`config.mk`:
```
export PLATFORM = sky130hd
export DESIGN_NAME = uart_bus_master
export DESIGN_NICKNAME = d
export VERILOG_FILES = /design/src/rtl/uart_bus_master.sv
export SDC_FILE = /design/constraint.sdc
export NUM_CORES = 1
export LEC_CHECK = 0
export BUFFER_PORTS_ARGS = -buffer_cell sky130_fd_sc_hd__buf_4
export CAP_MARGIN = 10
export CORE_MARGIN = 3
export CORE_UTILIZATION = 57
export CTS_CLUSTER_DIAMETER = 80
export DETAILED_ROUTE_END_ITERATION = 8
export GPL_TIMING_DRIVEN = 0
export PLACE_DENSITY = 0.94
export SLEW_MARGIN = 0
export SYNTH_ARGS = -nofsm -noshare
export SYNTH_HDL_FRONTEND = slang
export SYNTH_SLANG_ARGS = --single-unit
```
`constraint.sdc`:
```
create_clock -name clk -period 7.95 [get_ports clk]
set_clock_uncertainty 0.1 [all_clocks]
set_input_delay 1.59 -clock clk [delete_from_list [all_inputs] [get_ports clk]]
set_output_delay 1.59 -clock clk [all_outputs]
set_load 0.05 [all_outputs]
```
`src/rtl/uart_bus_master.sv`:
```
// uart_bus_master
// UART-driven bus initiator for debug/boot. Parses command frames arriving
// from uart_rx and issues 32-bit word loads/stores on the load/store bus, then
// replies over uart_tx.
//   'W' A0..A3 D0..D3 -> store word, reply 'K'
//   'R' A0..A3        -> load word, reply B0..B3 (LSB first)
//   anything else     -> reply '?'
// Ports:
//   clk, rst                      clock, async active-high reset
//   rx_byte, rx_byte_ready        received byte + one-cycle valid pulse
//   tx_byte, tx_en, tx_ready      byte to transmit, start pulse, transmitter idle
//   bus_address, bus_wdata        word address (bits[1:0] = 0), store data
//   bus_rdata, bus_ack            load data, transfer-complete strobe
//   bus_load_enable/store_enable  requests, held until bus_ack
//   busy                          state != IDLE
//   overrun                       sticky: byte arrived during BUS/RESP
// Optional feature: define DBG_TIMEOUT_EN to abort a frame whose bytes are
// more than TIMEOUT_CYCLES apart (reply '?').
//
// state  | meaning
// IDLE   | waiting for command byte
// ADDR   | shifting in 4 address bytes
// DATA   | shifting in 4 store-data bytes ('W' only)
// BUS    | issuing the load/store, waiting for bus_ack
// RESP   | sending reply bytes over uart_tx

module uart_bus_master #(
    parameter int TIMEOUT_CYCLES = 1000000
) (
    input  logic        clk,
    input  logic        rst,
    input  logic [7:0]  rx_byte,
    input  logic        rx_byte_ready,
    output logic [7:0]  tx_byte,
    output logic        tx_en,
    input  logic        tx_ready,
    output logic [31:0] bus_address,
    output logic [31:0] bus_wdata,
    input  logic [31:0] bus_rdata,
    output logic        bus_load_enable,
    output logic        bus_store_enable,
    input  logic        bus_ack,
    output logic        busy,
    output logic        overrun
);

    localparam logic [2:0] S_IDLE = 3'd0;
    localparam logic [2:0] S_ADDR = 3'd1;
    localparam logic [2:0] S_DATA = 3'd2;
    localparam logic [2:0] S_BUS  = 3'd3;
    localparam logic [2:0] S_RESP = 3'd4;

    localparam logic [1:0] TX_SEND    = 2'd0;
    localparam logic [1:0] TX_WAIT_LO = 2'd1;
    localparam logic [1:0] TX_WAIT_HI = 2'd2;

    logic [2:0]  state_q, state_d;
    logic [1:0]  cnt_q, cnt_d;
    logic        is_wr_q, is_wr_d;
    logic [31:0] addr_q, addr_d;
    logic [31:0] wdata_q, wdata_d;
    logic [31:0] resp_q, resp_d;
    logic [1:0]  resp_left_q, resp_left_d;
    logic        issued_q, issued_d;
    logic        load_en_q, load_en_d;
    logic        store_en_q, store_en_d;
    logic [7:0]  tx_byte_q, tx_byte_d;
    logic        tx_en_q, tx_en_d;
    logic [1:0]  tx_ph_q, tx_ph_d;
    logic        overrun_q, overrun_d;

`ifdef DBG_TIMEOUT_EN
    localparam int TMO_W = $clog2(TIMEOUT_CYCLES + 1);
    logic [TMO_W-1:0] tmo_q, tmo_d;
`else
    logic unused_timeout_param;
    assign unused_timeout_param = ^TIMEOUT_CYCLES;
`endif

    always_comb begin
        state_d     = state_q;
        cnt_d       = cnt_q;
        is_wr_d     = is_wr_q;
        addr_d      = addr_q;
        wdata_d     = wdata_q;
        resp_d      = resp_q;
        resp_left_d = resp_left_q;
        issued_d    = issued_q;
        load_en_d   = load_en_q;
        store_en_d  = store_en_q;
        tx_byte_d   = tx_byte_q;
        tx_en_d     = 1'b0;
        tx_ph_d     = tx_ph_q;
        overrun_d   = overrun_q;

        // Bytes arriving while the bus or the reply is in flight are dropped.
        if (rx_byte_ready && (state_q == S_BUS || state_q == S_RESP))
            overrun_d = 1'b1;

        case (state_q)
            S_IDLE: begin
                if (rx_byte_ready) begin
                    cnt_d = 2'd0;
                    if (rx_byte == 8'h57) begin
                        is_wr_d = 1'b1;
                        state_d = S_ADDR;
                    end else if (rx_byte == 8'h52) begin
                        is_wr_d = 1'b0;
                        state_d = S_ADDR;
                    end else begin
                        resp_d      = 32'h0000_003F;
                        resp_left_d = 2'd0;
                        tx_ph_d     = TX_SEND;
                        state_d     = S_RESP;
                    end
                end
            end
            S_ADDR: begin
                if (rx_byte_ready) begin
                    addr_d = {rx_byte, addr_q[31:8]};
                    cnt_d  = cnt_q + 2'd1;
                    if (cnt_q == 2'd3) begin
                        issued_d = 1'b0;
                        state_d  = is_wr_q ? S_DATA : S_BUS;
                    end
                end
            end
            S_DATA: begin
                if (rx_byte_ready) begin
                    wdata_d = {rx_byte, wdata_q[31:8]};
                    cnt_d   = cnt_q + 2'd1;
                    if (cnt_q == 2'd3) begin
                        issued_d = 1'b0;
                        state_d  = S_BUS;
                    end
                end
            end
            S_BUS: begin
                // First BUS cycle only arms the request; it is visible one cycle later.
                if (!issued_q) begin
                    issued_d = 1'b1;
                    if (is_wr_q) store_en_d = 1'b1;
                    else         load_en_d  = 1'b1;
                end else if ((load_en_q || store_en_q) && bus_ack) begin
                    load_en_d   = 1'b0;
                    store_en_d  = 1'b0;
                    resp_d      = is_wr_q ? 32'h0000_004B : bus_rdata;
                    resp_left_d = is_wr_q ? 2'd0 : 2'd3;
                    tx_ph_d     = TX_SEND;
                    state_d     = S_RESP;
                end
            end
            S_RESP: begin
                case (tx_ph_q)
                    TX_SEND: begin
                        if (tx_ready) begin
                            tx_en_d   = 1'b1;
                            tx_byte_d = resp_q[7:0];
                            tx_ph_d   = TX_WAIT_LO;
                        end
                    end
                    TX_WAIT_LO: begin
                        if (!tx_ready) tx_ph_d = TX_WAIT_HI;
                    end
                    TX_WAIT_HI: begin
                        if (tx_ready) begin
                            if (resp_left_q == 2'd0) begin
                                state_d = S_IDLE;
                            end else begin
                                resp_d      = resp_q >> 8;
                                resp_left_d = resp_left_q - 2'd1;
                                tx_ph_d     = TX_SEND;
                            end
                        end
                    end
                    default: tx_ph_d = TX_SEND;
                endcase
            end
            default: state_d = S_IDLE;
        endcase

`ifdef DBG_TIMEOUT_EN
        tmo_d = '0;
        if ((state_q == S_ADDR || state_q == S_DATA) && !rx_byte_ready) begin
            if (tmo_q == TMO_W'(TIMEOUT_CYCLES)) begin
                resp_d      = 32'h0000_003F;
                resp_left_d = 2'd0;
                tx_ph_d     = TX_SEND;
                state_d     = S_RESP;
            end else begin
                tmo_d = tmo_q + 1'b1;
            end
        end
`endif
    end

    always_ff @(posedge clk or posedge rst) begin
        if (rst) begin
            state_q     <= S_IDLE;
            cnt_q       <= 2'd0;
            is_wr_q     <= 1'b0;
            addr_q      <= 32'd0;
            wdata_q     <= 32'd0;
            resp_q      <= 32'd0;
            resp_left_q <= 2'd0;
            issued_q    <= 1'b0;
            load_en_q   <= 1'b0;
            store_en_q  <= 1'b0;
            tx_byte_q   <= 8'd0;
            tx_en_q     <= 1'b0;
            tx_ph_q     <= TX_SEND;
            overrun_q   <= 1'b0;
`ifdef DBG_TIMEOUT_EN
            tmo_q       <= '0;
`endif
        end else begin
            state_q     <= state_d;
            cnt_q       <= cnt_d;
            is_wr_q     <= is_wr_d;
            addr_q      <= addr_d;
            wdata_q     <= wdata_d;
            resp_q      <= resp_d;
            resp_left_q <= resp_left_d;
            issued_q    <= issued_d;
            load_en_q   <= load_en_d;
            store_en_q  <= store_en_d;
            tx_byte_q   <= tx_byte_d;
            tx_en_q     <= tx_en_d;
            tx_ph_q     <= tx_ph_d;
            overrun_q   <= overrun_d;
`ifdef DBG_TIMEOUT_EN
            tmo_q       <= tmo_d;
`endif
        end
    end

    assign bus_address      = addr_q & 32'hFFFF_FFFC;
    assign bus_wdata        = wdata_q;
    assign bus_load_enable  = load_en_q;
    assign bus_store_enable = store_en_q;
    assign tx_byte          = tx_byte_q;
    assign tx_en            = tx_en_q;
    assign busy             = (state_q != S_IDLE);
    assign overrun          = overrun_q;

endmodule

```
## After elaboration in Yosys (flattened, before gate mapping)

Cells that the tools add are included.

| storage, ports and cells | value |
|---|---|
| register bits after elaboration | 119 |
| bits of input ports | 45 |
| logic and storage cells | 129 |

| cells by class | value |
|---|---|
| add/sub/neg operators | 2 |
| eq/ne operators | 30 |
| muxes and demuxes | 58 |
| reduce and logical (&&, ||, !) cells | 25 |

Operator list:

| operator | count |
|---|---|
| $mux W32 | 9 |
| $pmux W32 S3 | 1 |
| $mux W3 | 12 |
| $mux W2 | 17 |
| $ne A2 B2 Y1 const B | 10 |
| $reduce_and A10 Y1 | 2 |
| $pmux W2 S3 | 3 |
| $reduce_and A3 Y1 | 6 |
| $eq A8 B7 Y1 const B | 2 |
| $pmux W3 S5 | 1 |
| $ne A2 B1 Y1 const B | 7 |
| $mux W1 | 13 |
| $ne A3 B3 Y1 const B | 4 |
| $reduce_and A9 Y1 | 1 |
| $reduce_bool A2 Y1 | 4 |
| $eq A3 B2 Y1 const B | 2 |
| $reduce_bool A3 Y1 | 2 |
| $eq A2 B2 Y1 const B | 2 |
| $logic_not A2 Y1 | 2 |
| $pmux W2 S2 | 1 |
| $reduce_and A2 Y1 | 2 |
| $eq A3 B1 Y1 const B | 1 |
| $eq A3 B3 Y1 const B | 1 |
| $logic_not A3 Y1 | 1 |
| other kinds (7) | 9 |

## Logic depth before layout (Yosys ltp)

| depth | value |
|---|---|
| depth in word-level cells | 5 |
| mapped depth | 7 |
| gate-level depth less buffers | 6 |

## Worst setup path before layout

OpenSTA, ideal clock, no wires.

| timing path | value |
|---|---|
| kind | input-to-reg |
| start | input rx_byte[5] |
| end | register resp_left_q[0] |
| setup time | 0.127 ns |
| data arrival time | 2.925 ns |
| required time | 7.723 ns |
| slack | 4.797 ns |
| cell stages on the path | 6 |
| path buffers | 2 |
| cells stage by stage | nand4bb_1 or3_1 clkbuf_1 a2bb2oi_4 buf_6 mux2_1 |

| between the ends | value |
|---|---|
| word-level cells in the longest chain between the ends | 3 |
| elaborated cells between the ends (all ways) | 5 |

RTL lines:

| what | line | RTL |
|---|---|---|
| start: declaration | 32 | `input logic [7:0] rx_byte,` |
| $eq A8 B7 Y1, on equally long branches | 107, 104 |  |
| $ne A2 B2 Y1 (no source line) | -- |  |
| $reduce_and A9 Y1 (no source line) (*) | -- |  |
| end signal: assignment | 223 | `resp_left_q <= resp_left_d;` |
| end: declaration | 63 | `logic [1:0] resp_left_q, resp_left_d;` |

Every way passes the cells marked *; elsewhere a longest branch is shown, timed or not.
A chain may end at the register's enable or synchronous reset.

## Worst setup path in the final report

| timing path | value |
|---|---|
| start | register state_q[1] |
| end | output busy |

| between the ends | value |
|---|---|
| word-level cells in the longest chain between the ends | 1 |

RTL lines:

| what | line | RTL |
|---|---|---|
| start: declaration | 57 | `logic [2:0] state_q, state_d;` |
| start signal: assignment | 217 | `state_q <= state_d;` |
| $reduce_bool A3 Y1 | 243 | `assign busy = (state_q != S_IDLE);` |
| end: declaration | 43 | `output logic busy,` |

Every way passes these cells.

==> flow_summary.yaml <==
setup_path:
  cpPeakStageDelay_ns: 0.39
  endpoint: "busy"
  critPathMostFrequentCell: "buf_4"
  worstReg2RegEnd: "resp_q[10]"
  critPathKind: "flop to primary output"
  startpoint_type: "flop"
  timing.rr.start: "state_q[1]"
  cpMaxStageDelayCell: "or3_1"
  crit_path_max_fanout: 10
  ff2ff_setup_slack_ns: 5.42
  reg2regPathDepth: 6
  end_kind: "primary output"
  cp.required_ns: 6.26
  path_cells: "buf_4 > clkbuf_1 > or3_1 > buf_4"
  startpoint: "state_q[1]"
  crit_cells: 4
  arrival_ns: 1.83
  timing.critical_path.buf_inv: 3
  path_delay_family: "buffers and inverters"
global_route:
  grt_first_pass_wirelength_um: 19900
  grt_usage_pct: 25.8
  antenna_found_initial: 0
  grt_max_degree: 65
  grt_pass1_vias: 3931
  grt_overflow: 0
cts:
  cts_hold_buf: 0
  clkSinkCount: 117
  clockBufferDepth: 2
  worstSkewPairLatency_ns: 0.51
  path_clk_slew_ns: 0.05
  htree_levels: 4
  cts_resized: 0
  post_cts_buffers: 0
  cts_buffers: 17
  cts_tree: "built"
  cts-root-buf: "clkbuf_8"
floorplanning:
  io-pin-count: 122
  die_height_um: 99.9
  dieWidth_um: 99.9
  fp-row-count: 33
  dieArea_um2: 9990
  start_util_pct: 60.0
  coreArea_um2: 8380
synthesis:
  synth_edf_count: 0
  yosysUniqueCellTypes: 44
  synth_adder_area_share_pct: 0.498
  synth-compound-area-share_pct: 8.38
  yosys.area_share.simple_pct: 6.84
  ys_warn_count: 0
  synthesis.instances: 389
  synth_xor_area_share_pct: 0.174
  syn_area_um2: 5030
  synth_top_family_by_area: "multiplexers"
  async_flop_share_pct: 100
  ys_ff_latch: 117
  avgSynthCellArea_um2: 12.9
  synth_flop_cell: "dfrtp_1"
  seq_area_frac_synth_pct: 58.2
  synth_mux_area_share_pct: 21.8
sta:
  finalCriticalPeriod_ns: 3.52
  hold_violations: 0
  fmax_mhz: 284
  final_max_slew_viol_count: 0
  rsz0062_at_grt: "false"
  relSlewSlack_pct: 51.6
  min_period_over_period_pct: 44.3
  worst_pin_slew_ns: 0.716
  setup_tns_ns: 0
  setup_viol: 0
drt:
  wl_um: 12300
  dr.pass1.iters: 4
  vias: 3716
  drtIter0Drc: 198
  viasPerCell: 5.75
  drc: 0
  ant_nets: 0
  routedWlPerCell_um: 19.1
final_layout:
  syn2layout_area_growth_pct: 33.1
  final_cell_mix: "buf_4 (123), dfrtp_1 (117), mux2_2 (68)"
  layout.cells.non_filler: 646
  diodes: 0
  drive_gt1_share_pct: 42.3
  final_common_cell: "buf_4"
  fin_area_um2: 6700
  num-nets-final: 576
pwr:
  leakage_nw: 3.35
  p_per_area_nw_per_um2: 267
  ir_drop_mv: 0.198
placement:
  portBuffers: 119
  dp_cells: 615
  place_area_um2: 6090
  dp_hpwl_um: 8330
  globalplace.congestion: 0.892
hold_path:
  worstHoldPathCells: 1
  hold_class: "flop to flop"
flow_run:
  drv_cap: 0
status:
  status: "finished clean"
## kinds of logic after synthesis
logic type / after synthesis
AOI/OAI and AO/OA: 57
xor gates and xnor gates: 1
adders and majority gates: 2
buffers and inverters: 46
DFF: 117
muxes: 99
other: 1
and+or+nand+nor: 66
## worst reg2reg max path, cell delays in order (launching register included)
cell	delay, ns
dfrtp_1	0.36
buf_4	0.16
or3b_1	0.42
or4_4	0.52
a2bb2oi_4	0.29
buf_6	0.22
mux2_1	0.35
## synth_stat cells, types with 2 or more instances
master | count | area, um^2
dfrtp_1 | 117 | 2930
mux2_2 | 68 | 766
nand2_1 | 30 | 113
inv_1 | 21 | 78.8
clkbuf_1 | 19 | 71.3
a22o_1 | 18 | 158
mux2_1 | 16 | 180
o21ai_0 | 16 | 80.1
mux2i_1 | 15 | 150
nand2b_1 | 6 | 37.5
nor2_1 | 6 | 22.5
o22ai_1 | 6 | 37.5
a21oi_1 | 5 | 25.0
nor2b_1 | 5 | 31.3
buf_4 | 4 | 30.0
or3_1 | 3 | 18.8
buf_6 | 2 | 22.5
ha_1 | 2 | 25.0
nand3_1 | 2 | 10.0
nand3b_1 | 2 | 15.0
nor3_1 | 2 | 10.0
nor4b_1 | 2 | 17.5
## per-layer routing
metal  share of wire (%)  up-vias  track usage (%)
met4                 3.1        0             13.0
met3                 5.0       30             5.49
met1                  40     1877             32.0
met5                   0        -                0
met2                  52      150             42.8
li1                    -     1659                -
## sequential cells by signal, summed over array words and instances (netlist names), 2 cells and up
register     flops
cnt_q            2
addr_q          30
bus_wdata       32
resp_left_q      2
state_q          3
tx_byte          8
resp_q          32
tx_ph_q          2
## where the power goes
group / internal, W / total (W) / switching, W
clock network: 0.000514 / 0.000789 / 0.000275
logic: 0.000122 / 0.000324 / 0.000202
registers: 0.000644 / 0.000676 / 0.0000322
## stage by stage
stage | power (W) | hold WS, ns | util (%) | setup WS [ns]
after floorplan | 0.000902 | 0.354 | - | 3.16
after detailed placement | 0.00100 | 0.375 | 72.6 | 4.40
after global placement | 0.000985 | 0.340 | 72.3 | 2.07
after CTS | 0.00179 | 0.395 | 79.9 | 4.42
final | 0.00179 | 0.383 | 79.9 | 4.43
after global routing | 0.00185 | 0.412 | 79.9 | 4.35
## layout make-up
class | instances | area, um^2
Multi-Input combinational cell | 227 | 1900
Clock inverter | 13 | 180
Tap cell | 105 | 131
Buffer | 25 | 124
Clock buffer | 18 | 428
Timing Repair Buffer | 120 | 921
Inverter | 21 | 81.3
Sequential cell | 117 | 2930
Fill cell | 454 | 1690
## how the worst min path moves through the flow
stage                 endpoint        from  slack (ns)
finish                 overrun     overrun        0.38
global placement       overrun     overrun        0.34
detailed placement  tx_byte[0]  tx_byte[0]        0.38
CTS                    overrun     overrun        0.39
global route           overrun     overrun        0.41
floorplan            resp_q[6]   resp_q[6]        0.35
No activity file was read; power rests on OpenSTA's default activity.
